--- src/rtl/hwag_gap_sync.sv ---
// Missing-tooth gap synchroniser: measures tooth periods from edge0, checks for the
// gap on edge1, and tracks tooth index and crank sync status for the angle generator.
module hwag_gap_sync #(
  parameter int PCNT_WIDTH = 24,
  parameter int TCNT_WIDTH = 8,
  parameter int TOOTH_NUM  = 60,
  parameter int GAP_NUM    = 2
) (
  input  logic                  clk,
  input  logic                  rst,
  input  logic                  ena,
  input  logic                  edge0,
  input  logic                  edge1,
  output logic                  sync,
  output logic [TCNT_WIDTH-1:0] tooth_cnt,
  output logic                  gap_pulse,
  output logic                  sync_err,
  output logic                  stall,
  output logic [PCNT_WIDTH-1:0] period0,
  output logic [PCNT_WIDTH-1:0] period1,
  output logic [PCNT_WIDTH-1:0] period2,
  output logic [1:0]            state_dbg
);

  typedef enum logic [1:0] {
    ST_IDLE   = 2'd0,
    ST_SEARCH = 2'd1,
    ST_SYNC   = 2'd2
  } state_t;

  localparam logic [PCNT_WIDTH-1:0] PCNT_MAX   = '1;
  localparam logic [TCNT_WIDTH-1:0] LAST_TOOTH = TCNT_WIDTH'(TOOTH_NUM - GAP_NUM - 1);

  state_t                state;
  logic [PCNT_WIDTH-1:0] pcnt;
  logic [1:0]            cap_cnt;
  logic                  gap;
  logic                  saturate;

  // One extra bit on both sides so doubling period1 can never wrap.
  assign gap       = (cap_cnt == 2'd3) && ({1'b0, period0} > {period1, 1'b0});
  assign saturate  = (pcnt == PCNT_MAX) && !edge0;
  assign state_dbg = state;

  always_ff @(posedge clk or negedge rst) begin
    if (!rst) begin
      state     <= ST_IDLE;
      pcnt      <= '0;
      cap_cnt   <= 2'd0;
      period0   <= '0;
      period1   <= '0;
      period2   <= '0;
      tooth_cnt <= '0;
      sync      <= 1'b0;
      gap_pulse <= 1'b0;
      sync_err  <= 1'b0;
      stall     <= 1'b0;
    end else if (ena) begin
      gap_pulse <= 1'b0;
      sync_err  <= 1'b0;

      if (edge0) begin
        pcnt <= PCNT_WIDTH'(1);
      end else if (pcnt != PCNT_MAX) begin
        pcnt <= pcnt + PCNT_WIDTH'(1);
      end

      if (saturate) begin
        // Engine stopped: drop all history so the restart must re-learn the wheel.
        stall     <= 1'b1;
        cap_cnt   <= 2'd0;
        state     <= ST_IDLE;
        tooth_cnt <= '0;
        sync      <= 1'b0;
        sync_err  <= (state == ST_SYNC);
      end else begin
        // Evaluation reads the pre-capture period registers when edges are back to back.
        if (edge1) begin
          case (state)
            ST_IDLE: begin
              if (cap_cnt == 2'd3) state <= ST_SEARCH;
            end
            ST_SEARCH: begin
              if (gap) begin
                state     <= ST_SYNC;
                sync      <= 1'b1;
                tooth_cnt <= '0;
                gap_pulse <= 1'b1;
              end
            end
            ST_SYNC: begin
              if (gap && (tooth_cnt == LAST_TOOTH)) begin
                tooth_cnt <= '0;
                gap_pulse <= 1'b1;
              end else if (gap || (tooth_cnt == LAST_TOOTH)) begin
                state     <= ST_SEARCH;
                sync      <= 1'b0;
                tooth_cnt <= '0;
                sync_err  <= 1'b1;
              end else begin
                tooth_cnt <= tooth_cnt + TCNT_WIDTH'(1);
              end
            end
            default: begin
              state <= ST_IDLE;
              sync  <= 1'b0;
            end
          endcase
        end

        if (edge0) begin
          stall   <= 1'b0;
          period0 <= pcnt;
          period1 <= period0;
          period2 <= period1;
          cap_cnt <= (cap_cnt == 2'd3) ? 2'd3 : cap_cnt + 2'd1;
        end
      end
    end
  end

endmodule

--- config.mk ---
export PLATFORM = sky130hd
export DESIGN_NAME = hwag_gap_sync
export DESIGN_NICKNAME = d
export VERILOG_FILES = /design/src/rtl/hwag_gap_sync.sv
export SDC_FILE = /design/constraint.sdc
export NUM_CORES = 1
export LEC_CHECK = 0
export ABC_AREA = 0
export CORE_MARGIN = 2
export CORE_UTILIZATION = 48
export DETAILED_ROUTE_END_ITERATION = 16
export GPL_TIMING_DRIVEN = 0
export PLACE_DENSITY = 0.76
export SYNTH_ARGS = -nofsm -noshare
export SYNTH_HDL_FRONTEND = slang
export SYNTH_SLANG_ARGS = --single-unit
--- constraint.sdc ---
create_clock -name clk -period 3.8 [get_ports clk]
set_clock_uncertainty 0.15 [all_clocks]
set_input_delay 0.76 -clock clk [delete_from_list [all_inputs] [get_ports clk]]
set_output_delay 0.76 -clock clk [all_outputs]
set_load 0.05 [all_outputs]
== Yosys cells after proc, flatten, opt, wreduce, memory -nomap -nowiden ==
Index checks and enable logic that the tools add are counted.
Word-level totals
  logic and storage cells: 79
  output and inout port bits: 86
  flip-flop bits (word level): 112
  bits in latches: 0
  memories: 0
  bits of input ports: 5
  memory bits (writable): 0
  bits in read-only memories: 0
Operators by class
  multiply operators: 0
  shifts and indexed selects: 0
  reductions and logical operators: 16
  muxes and demuxes: 36
  magnitude comparators: 1
  equal/unequal tests: 11
  add/subtract/negate cells: 3
  bitwise logic cells: 1
  divide/modulo/power cells: 0
Operators by type and width (count)
  $mux W24: 2
  $mux W8: 5
  $gt A24 B25 Y1: 1
  $add A24 B1 Y24 const B: 1
  $eq A24 B24 Y1 const B: 1
  $ne A24 B24 Y1 const B: 1
  $mux W2: 9
  $mux W1: 16
  $pmux W8 S2: 1
  $reduce_and A6 Y1: 2
  $ne A3 B3 Y1 const B: 3
  $add A8 B1 Y8 const B: 1
  $eq A8 B6 Y1 const B: 1
  $pmux W2 S3: 1
  $reduce_bool A2 Y1: 3
  $eq A2 B2 Y1 const B: 2
  $reduce_and A2 Y1: 2
  $reduce_and A4 Y1: 1
  $logic_and A1 B1 Y1: 3
  $ne A3 B2 Y1 const B: 1
  $pmux W1 S3: 1
  $reduce_and A3 Y1: 1
  $reduce_bool A3 Y1: 1
  $add A2 B1 Y2 const B: 1
  other kinds (7): 7

== Logic depth before layout (Yosys ltp) ==
  depth after elaboration: 8
  gate-level depth with buffers: 18
  gate-level depth less buffers: 17

== Worst setup path before layout ==
OpenSTA, ideal clock, no wires.
  path kind: register to register
  from: register period1[21]
  to: register tooth_cnt[3]
  path slack: -0.249 ns
  data required time: 3.572 ns
  path buffers: 1
  arrival time: 3.821 ns
  cell stages (with the launch flop): 19
  library setup time: 0.078 ns
  clock period less this slack: 4.049 ns
  path through: dfrtp_1 -> inv_1 -> ha_1 -> a21o_1 -> a21oi_1 -> nor2_1 -> or4_1 -> or2_2 -> clkbuf_1 -> nand2_1 -> inv_1 -> ha_1 -> nor2b_1 -> nand4_1 -> a21oi_1 -> and2_1 -> and3_1 -> a221oi_1 -> a21oi_1
On the way
  cells in the longest elaborated chain, start to end: 8
  elaborated cells on any way between the ends: 11
  those cells by class: order compare (1); eq/ne (1); mux (5); reduce/logical (4)
Ends and longest elaborated chain
  start: declaration: RTL line 20  | output logic [PCNT_WIDTH-1:0] period1,
  start signal: assignment: RTL line 114  | period1 <= period0;
  $gt A24 B25 Y1 *: RTL line 41  | assign gap = (cap_cnt == 2'd3) && ({1'b0, period0} > {period1, 1'b0});
  $logic_and A1 B1 Y1 *: RTL line 41
  $logic_or A1 B1 Y1: RTL line 95  | end else if (gap || (tooth_cnt == LAST_TOOTH)) begin
  $mux W8: RTL line 95
  $mux W8: RTL line 92  | if (gap && (tooth_cnt == LAST_TOOTH)) begin
  $pmux W8 S2: RTL line 79  | case (state)
  $mux W8: RTL line 78  | if (edge1) begin
  $mux W8: RTL line 68  | if (saturate) begin
  end signal: assignment: RTL line 101  | tooth_cnt <= tooth_cnt + TCNT_WIDTH'(1);
  end: declaration: RTL line 15  | output logic [TCNT_WIDTH-1:0] tooth_cnt,
Every way passes the cells marked *; elsewhere a longest branch is shown, timed or not. The select of a mux whose other input is x is not followed.
A chain may end at the register's enable or synchronous reset.

== Worst setup path after layout ==
  from: register period0[14]
  to: register tooth_cnt[7]
On the way
  cells in the longest elaborated chain, start to end: 8
  elaborated cells on any way between the ends: 11
  those cells by class: order compare (1); eq/ne (1); mux (5); reduce/logical (4)
Ends and longest elaborated chain
  start: declaration: RTL line 19  | output logic [PCNT_WIDTH-1:0] period0,
  start signal: assignment: RTL line 113  | period0 <= pcnt;
  $gt A24 B25 Y1 *: RTL line 41
  $logic_and A1 B1 Y1 *: RTL line 41
  $logic_or A1 B1 Y1: RTL line 95
  $mux W8: RTL line 95
  $mux W8: RTL line 92
  $pmux W8 S2: RTL line 79
  $mux W8: RTL line 78
  $mux W8: RTL line 68
Marks and branches as above.

==> out/results.ini <==
[pwr]
ir_drop_v=0.000281
p_per_area_nw_per_um2=426
totalPowerFinal_uw=3010
power.leakage_uw=0.00326

[floorplan]
die-width_um=111
placementRows=39
dieArea_sq_um=12300
ios=91
core_sq_um=11300
start_util=0.486
fp.dieH_um=111

[placed_design]
gp_congestion=0.864
dp_hpwl_mm=10.1
pre_cts_slack_ns=-0.495
dp_cells=836
place_area_sq_um=6610
io_buffer_count=90

[detailed_routing]
viasPerCell=5.65
drt_pass1_iterations=6
wire_per_inst_um=16.4
drt_iter0_drc=274
wl_mm=14.1
drc=0
via_count=4868
ant_nets=0

[cells_and_area]
fillers=941
fin_nets=750
antennaDiodeCount=0
regArea_sq_um=2820
fin_area_sq_um=7070
stdcell_count=862
multiInputGateArea_sq_um=2560
drive_above_1_share=0.104
syn_to_final_growth_pct=29.1

[yosys]
avgSynthCellArea_sq_um=9.10
ys_types=53
synth_area_sq_um=5480
syn-num-nets=638
synth_warnings=0
syn_inst=602
ys_seq_area_frac=0.512
ys.flop_type=dfrtp_1
synth_edf_count=0
async_reset_ff_frac=1.00
synth_seq_cells=112

[clock_network]
cts-buffers-inserted=9
htree_levels=3
clk_pin_slew_ns=0.07
root_buffer=clkbuf_16
clock_latency_ns=0.35
cts_tree=done
cts.path.max_buffers=2
cts_num_sinks=112

[critical_path]
reg2reg_depth=16
cp-end-kind=flop
r2r-start=period0[14]
crit_arrival_ns=3.83
critPathKind=flop to flop
startpoint_type=flop
reg2reg_to=tooth_cnt[7]
cp-startpoint=period0[14]
path_max_fanout=11
ff2ff_setup_slack_ns=0.08
critPathRequiredTime_ns=3.91
endpoint=tooth_cnt[7]

[sta]
fmax_mhz=269
finalHoldViolations=0
finalSetupViolations=0
worst_slew_margin_rel=0.413
tightest_slew_ns=0.877
final_max_slew_viol_count=0
fin_crit_sh=0.978
finalCriticalPeriod_ns=3.72
layout_setup_ws_ns=0.0824

[global_route]
grt_start_max_net_pins=64
grt_pass1_vias=4754
grt_antenna_before_repair=0
grt_overflow=0
grt_pass1_wl_mm=23.2
grt_usage=0.229

[outcome]
status=complete, no violations

[run]
maxCapViolCount=0

[min_path]
hold_path_class=input pin to asynchronous set/reset pin

-- Yosys cell counts (2+ instances only) --
cell type / instances / area [sq um]
nand2_1: 155 / 582
dfrtp_1: 112 / 2800
o21ai_0: 54 / 270
a21oi_1: 36 / 180
inv_1: 34 / 128
nor2_1: 33 / 124
ha_1: 31 / 388
clkbuf_1: 21 / 78.8
nand3_1: 19 / 95.1
and3_1: 15 / 93.8
nand4_1: 10 / 62.6
xor2_1: 9 / 78.8
xnor2_1: 7 / 61.3
a221oi_1: 5 / 43.8
a21o_1: 4 / 30.0
a31oi_1: 4 / 25.0
nor3_1: 4 / 20.0
or3_1: 4 / 25.0
nor2b_1: 3 / 18.8
a211o_1: 2 / 17.5
a211oi_1: 2 / 15.0
and2_1: 2 / 12.5
buf_1: 2 / 7.51
nand2b_1: 2 / 12.5
nand4b_1: 2 / 17.5
nor4_4: 2 / 42.5
o2bb2ai_1: 2 / 17.5
-- placed cells by master, fill, tap and decap left out, types with 19 or more instances in the layout --
master	Yosys	layout
nand2_1	155	154
dfrtp_1	112	96
clkdlybuf4s50_1	0	89
o21ai_0	54	53
a21oi_1	36	33
nor2_1	33	33
inv_1	34	28
ha_1	31	28
clkbuf_1	21	21
nand3_1	19	19
-- state kept, by name, indices dropped and copies added, names as in the netlist --
signal,count
sync,1
period0,24
tooth_cnt,8
sync_err,1
period2,24
cap_cnt,2
pcnt,24
state_dbg,2
stall,1
gap_pulse,1
period1,24
-- repair_timing --
action | 4_1_cts | 5_1_grt
resized for setup | 9 | 21
setup endpoints to repair | 11 | 11
hold buffers | 0 | 0
pin swaps | 2 | 6
setup buffers | 5 | 6
-- routing by layer --
metal,GRT usage,share of wire
met5,0,0
met4,0.0833,0.033
met3,0.0443,0.049
met2,0.377,0.49
met1,0.305,0.43
-- power by group --
part	switching, uW	total [uW]	internal [uW]
Sequential	75.8	1330	1250
Combinational	519	788	268
Clock	442	897	455
-- metrics by stage --
step | TNS [ns] | utilization | hold WS (ns)
after floorplan | 0 | - | 0.314
after global placement | -272.30 | 0.584 | 0.311
after detailed placement | -4.48 | 0.586 | 0.320
after CTS | 0 | 0.618 | 0.305
after global routing | -0.0268 | 0.627 | 0.339
final | 0 | 0.627 | 0.280
-- critical path, cell delays in order (launching register included) --
cell and delay (ns):
dfrtp_2 0.44, ha_1 0.31, a21o_1 0.18, nand3_1 0.12, a211oi_1 0.10, or4_4 0.55, or2_4 0.35, nand2_4 0.10
inv_2 0.06, ha_4 0.17, nor2b_4 0.11, nand4_1 0.19, a21oi_4 0.21, and2_4 0.20, and3_1 0.17, a221oi_1 0.09
a21oi_1 0.14
-- cells by family after synthesis --
family / Yosys count / share of synthesized area
mux: 1 / 0.00183
buf+inv: 58 / 0.0400
flops: 112 / 0.512
fa+ha+maj: 31 / 0.0708
simple gates: 264 / 0.224
compound gates: 120 / 0.126
xor+xnor: 16 / 0.0256
-- worst min path at each step --
stage           startpoint          end  depth (start not counted)
2_1_floorplan          rst   cap_cnt[0]                          0
3_3_place_gp   period2[10]  period2[10]                          2
3_5_place_dp    period2[9]   period2[9]                          2
4_1_cts                rst  period2[23]                          1
5_1_grt                rst  period2[23]                          1
6_report               rst  period2[23]                          1
-- cell type report --
cell class / count / share of cell area
sequential: 112 / 0.399
multi-input combinational: 432 / 0.362
timing repair buffer: 102 / 0.143
clock buffer: 10 / 0.0324
tap: 143 / 0.0253
inverter: 34 / 0.0181
buffer: 23 / 0.0124
clock inverter: 6 / 0.00743
(Power assumes the default switching activity.)
==> RTL change 1 (same settings) <==
The parameter `TCNT_WIDTH` goes from 8 to 6.
--- a/src/rtl/hwag_gap_sync.sv
+++ b/src/rtl/hwag_gap_sync.sv
@@ -4,3 +4,3 @@
   parameter int PCNT_WIDTH = 24,
-  parameter int TCNT_WIDTH = 8,
+  parameter int TCNT_WIDTH = 6,
   parameter int TOOTH_NUM  = 60,
Interface: changed (resized tooth_cnt); port bits go from 91 to 89. The function was not compared with the original's and may differ.
==> RTL change 1 against the original RTL <==
Sequential cell count down 2; combinational power about the same; largest power group unchanged; critical endpoint is now tooth_cnt[3]$_DFFE_PN0P_; non-clock buffer count down 14; total power down 7.3%; largest cell class unchanged; design area down 6.5%; via count down 8.4%; synthesized area down 1.9%; count of clock-buffer cells in the layout up 2; critical path type unchanged; highest routed layer unchanged; worst hold slack better by 0.018 ns; worst setup slack better by 0.37 ns; first-iteration DRC count up 53%; routed wire length down 7.6%; clock power down 23%.
==> RTL change 1: results (changes against the original RTL) <==
[status]
status = finished, final reports clean  ; unchanged

[setup_path]
rrSetupSlack_ns = 0.45  ; was 0.08 ns
timing.rr.start = period0[22]$_DFFE_PN0P_  ; was period0[14]$_DFFE_PN0P_
r2r_end = tooth_cnt[3]$_DFFE_PN0P_  ; was tooth_cnt[7]$_DFFE_PN0P_
critical-path-slowest-cell = dfrtp_1  ; was or4_4
cp_max_fo = 6  ; was 11

[place]
placed_area_um2 = 6430  ; was 6610 µm²
port_buffers = 85  ; was 90
gp_congestion = 0.908  ; was 0.864
hpwl_mm = 9.83  ; was 10.1 mm

[clock_tree]
cts_resized = 0  ; was 9
cts_root_buf = clkbuf_8  ; was clkbuf_16
clk_pin_slew_ns = 0.10  ; was 0.07 ns

[yosys]
synth-xor-area-share_pct = 3.42  ; was 2.56%
yosys-top-cells-area = dfrtp_1 (51%), nand2_1 (11%), ha_1 (7.2%), o21ai_0 (4.4%), xor2_1 (2.6%)  ; was dfrtp_1 (51%), nand2_1 (11%), ha_1 (7.1%), o21ai_0 (4.9%), a21oi_1 (3.3%)
synth_compound_gate_area_share_pct = 10.9  ; was 12.6%
ys_top_cells_by_count = nand2_1 (157), dfrtp_1 (110), o21ai_0 (47), nor2_1 (36)  ; was nand2_1 (155), dfrtp_1 (112), o21ai_0 (54), a21oi_1 (36), inv_1 (34)

[finish]
layout-drive-gt1-share_pct = 4.97  ; was 10.4%
layout.nets = 715  ; was 750

[global_routing]
grt_pass1_wl_mm = 21.4  ; was 23.2 mm
grt_start_max_net_pins = 57  ; was 64

[power]
ir_worst_vdd_mv = 0.308  ; was 0.281 mV
p_leak_nw = 2.98  ; was 3.26 nW

[sta]
fmax_mhz = 299  ; was 269 MHz
relSlewSlack_pct = 50.1  ; was 41.3%

[detailed_routing]
avgRoutedWirePerCell_um = 15.8  ; was 16.4 µm

==> RTL change 1: cell types whose count changed after synthesis, moves of 7 or more <==
cell and delta:
and3_1 -10, xor2_1 +7, o21ai_1 +7, o21ai_0 -7, a21oi_1 -20
==> RTL change 1: cell type report <==
cell class / instances / area [µm²]
fillers: 922 / 4280
flip-flops and latches: 110 / 2750
inverters: 32 / 120
multi-input cells: 415 / 2400
clock inverters: 4 / 47.5
well taps: 140 / 175
repair buffers: 86 / 876
clock buffers: 12 / 135
plain buffers: 25 / 104
==> RTL change 1: per-stage QoR <==
step	cells	hold WS (ns)
after floorplan	582	0.314
after global placement	807	0.311
after detailed placement	808	0.320
after CTS	824	0.322
after global routing	824	0.365
final	824	0.298
==> RTL change 1: where the power goes <==
| group | switching [mW] | leakage [nW] | internal [mW] |
|---|---|---|---|
| Clock | 0.385 | 0.0904 | 0.304 |
| Sequential | 0.0779 | 1.50 | 1.24 |
| Combinational | 0.528 | 1.39 | 0.260 |
==> RTL change 1: worst max-delay path: cells and delay by family (launching register included) <==
| kind | cells | cell delay (ns) |
|---|---|---|
| adders and majority gates | 2 | 0.58 |
| DFF | 1 | 0.44 |
| and+or+nand+nor | 5 | 0.99 |
| buffers and inverters | 1 | 0.12 |
| AOI/OAI and AO/OA | 4 | 0.98 |
==> RTL change 1: layer usage <==
layer	vias up	routed length (µm)	global-route usage, %	share of wire [%]
met4	0	308	10.1	2.4
met2	128	6440	37.1	49
met5	-	0	0	0
met3	24	606	2.43	4.6
li1	2149	-	-	-
met1	2158	5690	31.1	44
==> RTL change 1: cells by family after synthesis <==
logic type | Yosys count
simple gates | 262
xor+xnor | 21
compound gates | 98
flops | 110
buf+inv | 57
mux | 3
fa+ha+maj | 31
==> RTL change 2 (config.mk and constraints unchanged) <==
Made on the original files. One comparison of `tooth_cnt` changes from == to >=.
--- a/src/rtl/hwag_gap_sync.sv
+++ b/src/rtl/hwag_gap_sync.sv
@@ -94,3 +94,3 @@
                 gap_pulse <= 1'b1;
-              end else if (gap || (tooth_cnt == LAST_TOOTH)) begin
+              end else if (gap || (tooth_cnt >= LAST_TOOTH)) begin
                 state     <= ST_SEARCH;
Function: no difference found for any inputs over 4 cycles, from zero or initial values and one cycle with rst low; that may be too few to reach the edited logic, so the function may still have changed.
==> RTL change 2 against the original RTL <==
Routed wire length fell by 11%; first-iteration DRC count up 15%; worst hold slack better by 0.054 ns; critical path depth fell by 7; cell count is 3.8% lower; sequential share of layout area grew 2.4 points; sequential cell count unchanged; synthesized area is 3.1% lower; clock power is 15% lower; total power is 10% lower; utilization decreased by 1.3 points; die area shrank 3.0%; worst setup slack improved by 0.71 ns; design area is 6.3% lower; critical path type unchanged; critical endpoint is now sync$_DFFE_PN0P_; largest cell class unchanged.
==> RTL change 2: results (changes against the original RTL) <==
[yosys]
synth_compound_gate_area_share_pct = 11.1  ; was 12.6%
yosysSeqAreaShare_pct = 52.8  ; was 51.2%
ys_top_cells_by_count = nand2_1 (156), dfrtp_1 (112), o21ai_0 (62), inv_1 (36), nor2_1 (33)  ; was nand2_1 (155), dfrtp_1 (112), o21ai_0 (54), a21oi_1 (36), inv_1 (34)
synthMuxAreaShare_pct = 0.566  ; was 0.183%
synth_nets = 617  ; was 638
synth_cell_types = 45  ; was 53
avgSynthCellArea_um2 = 9.12  ; was 9.10 µm²

[clock_tree]
clk_pin_slew_ns = 0.10  ; was 0.07 ns
cts_resized = 0  ; was 9
cts_root_buf = clkbuf_8  ; was clkbuf_16
clk_latency_ns = 0.38  ; was 0.35 ns

[detailed_routing]
drtIter0Drc = 314  ; was 274
avgRoutedWirePerCell_um = 15.2  ; was 16.4 µm
wirelength_mm = 12.6  ; was 14.1 mm
num_vias = 4463  ; was 4868

[place]
placed_area_um2 = 6410  ; was 6610 µm²
gp_congestion = 0.911  ; was 0.864
placedCellCount = 813  ; was 836

[setup_path]
slowest_delay_ns = 0.59  ; was 0.55 ns
reg2reg_depth = 9  ; was 16
crit_path_start = period0[18]$_DFFE_PN0P_  ; was period0[14]$_DFFE_PN0P_
rrSetupSlack_ns = 0.79  ; was 0.08 ns

[sta]
timing.hold.ws_ns = 0.334  ; was 0.280 ns
worst_pin_slew_ns = 0.864  ; was 0.877 ns
fmax_mhz = 333  ; was 269 MHz

[global_routing]
grt_pass1_wl_mm = 21.0  ; was 23.2 mm
grtUsageMet3_pct = 3.05  ; was 4.43%
gr-usage-met2_pct = 37.2  ; was 37.7%
use_met1_pct = 31.1  ; was 30.5%

[power]
p_leak_nw = 3.05  ; was 3.26 nW
p_comb_share_pct = 23.8  ; was 26.1%
p_comb_mw = 0.645  ; was 0.788 mW
p_sw_share_pct = 32.5  ; was 34.4%

[status]
status = finished, final reports clean  ; unchanged

[finish]
layout.nets = 719  ; was 750
layout-drive-gt1-share_pct = 3.48  ; was 10.4%

-- RTL change 2: critical path: cells and delay by family (launching register included) --
kind	cells	cell delay [ns]
adders and majority gates	1	0.34
and+or+nand+nor	2	0.75
AOI/OAI and AO/OA	4	0.69
muxes	1	0.29
buffers and inverters	1	0.25
DFF	1	0.44
-- RTL change 2: area by class of cell --
| class | instances | area, µm² |
|---|---|---|
| fill | 935 | 4170 |
| buffer | 22 | 92.6 |
| multi-input combinational | 412 | 2280 |
| sequential | 112 | 2800 |
| timing repair buffer | 91 | 926 |
| clock buffer | 14 | 183 |
| clock inverter | 2 | 35.0 |
| tap | 140 | 175 |
| inverter | 36 | 135 |
-- RTL change 2: routing by layer --
metal / wire, µm / part of all wire, %
met5: 0 / 0
met4: 159 / 1.3
met3: 566 / 4.5
met2: 6310 / 50
met1: 5570 / 44
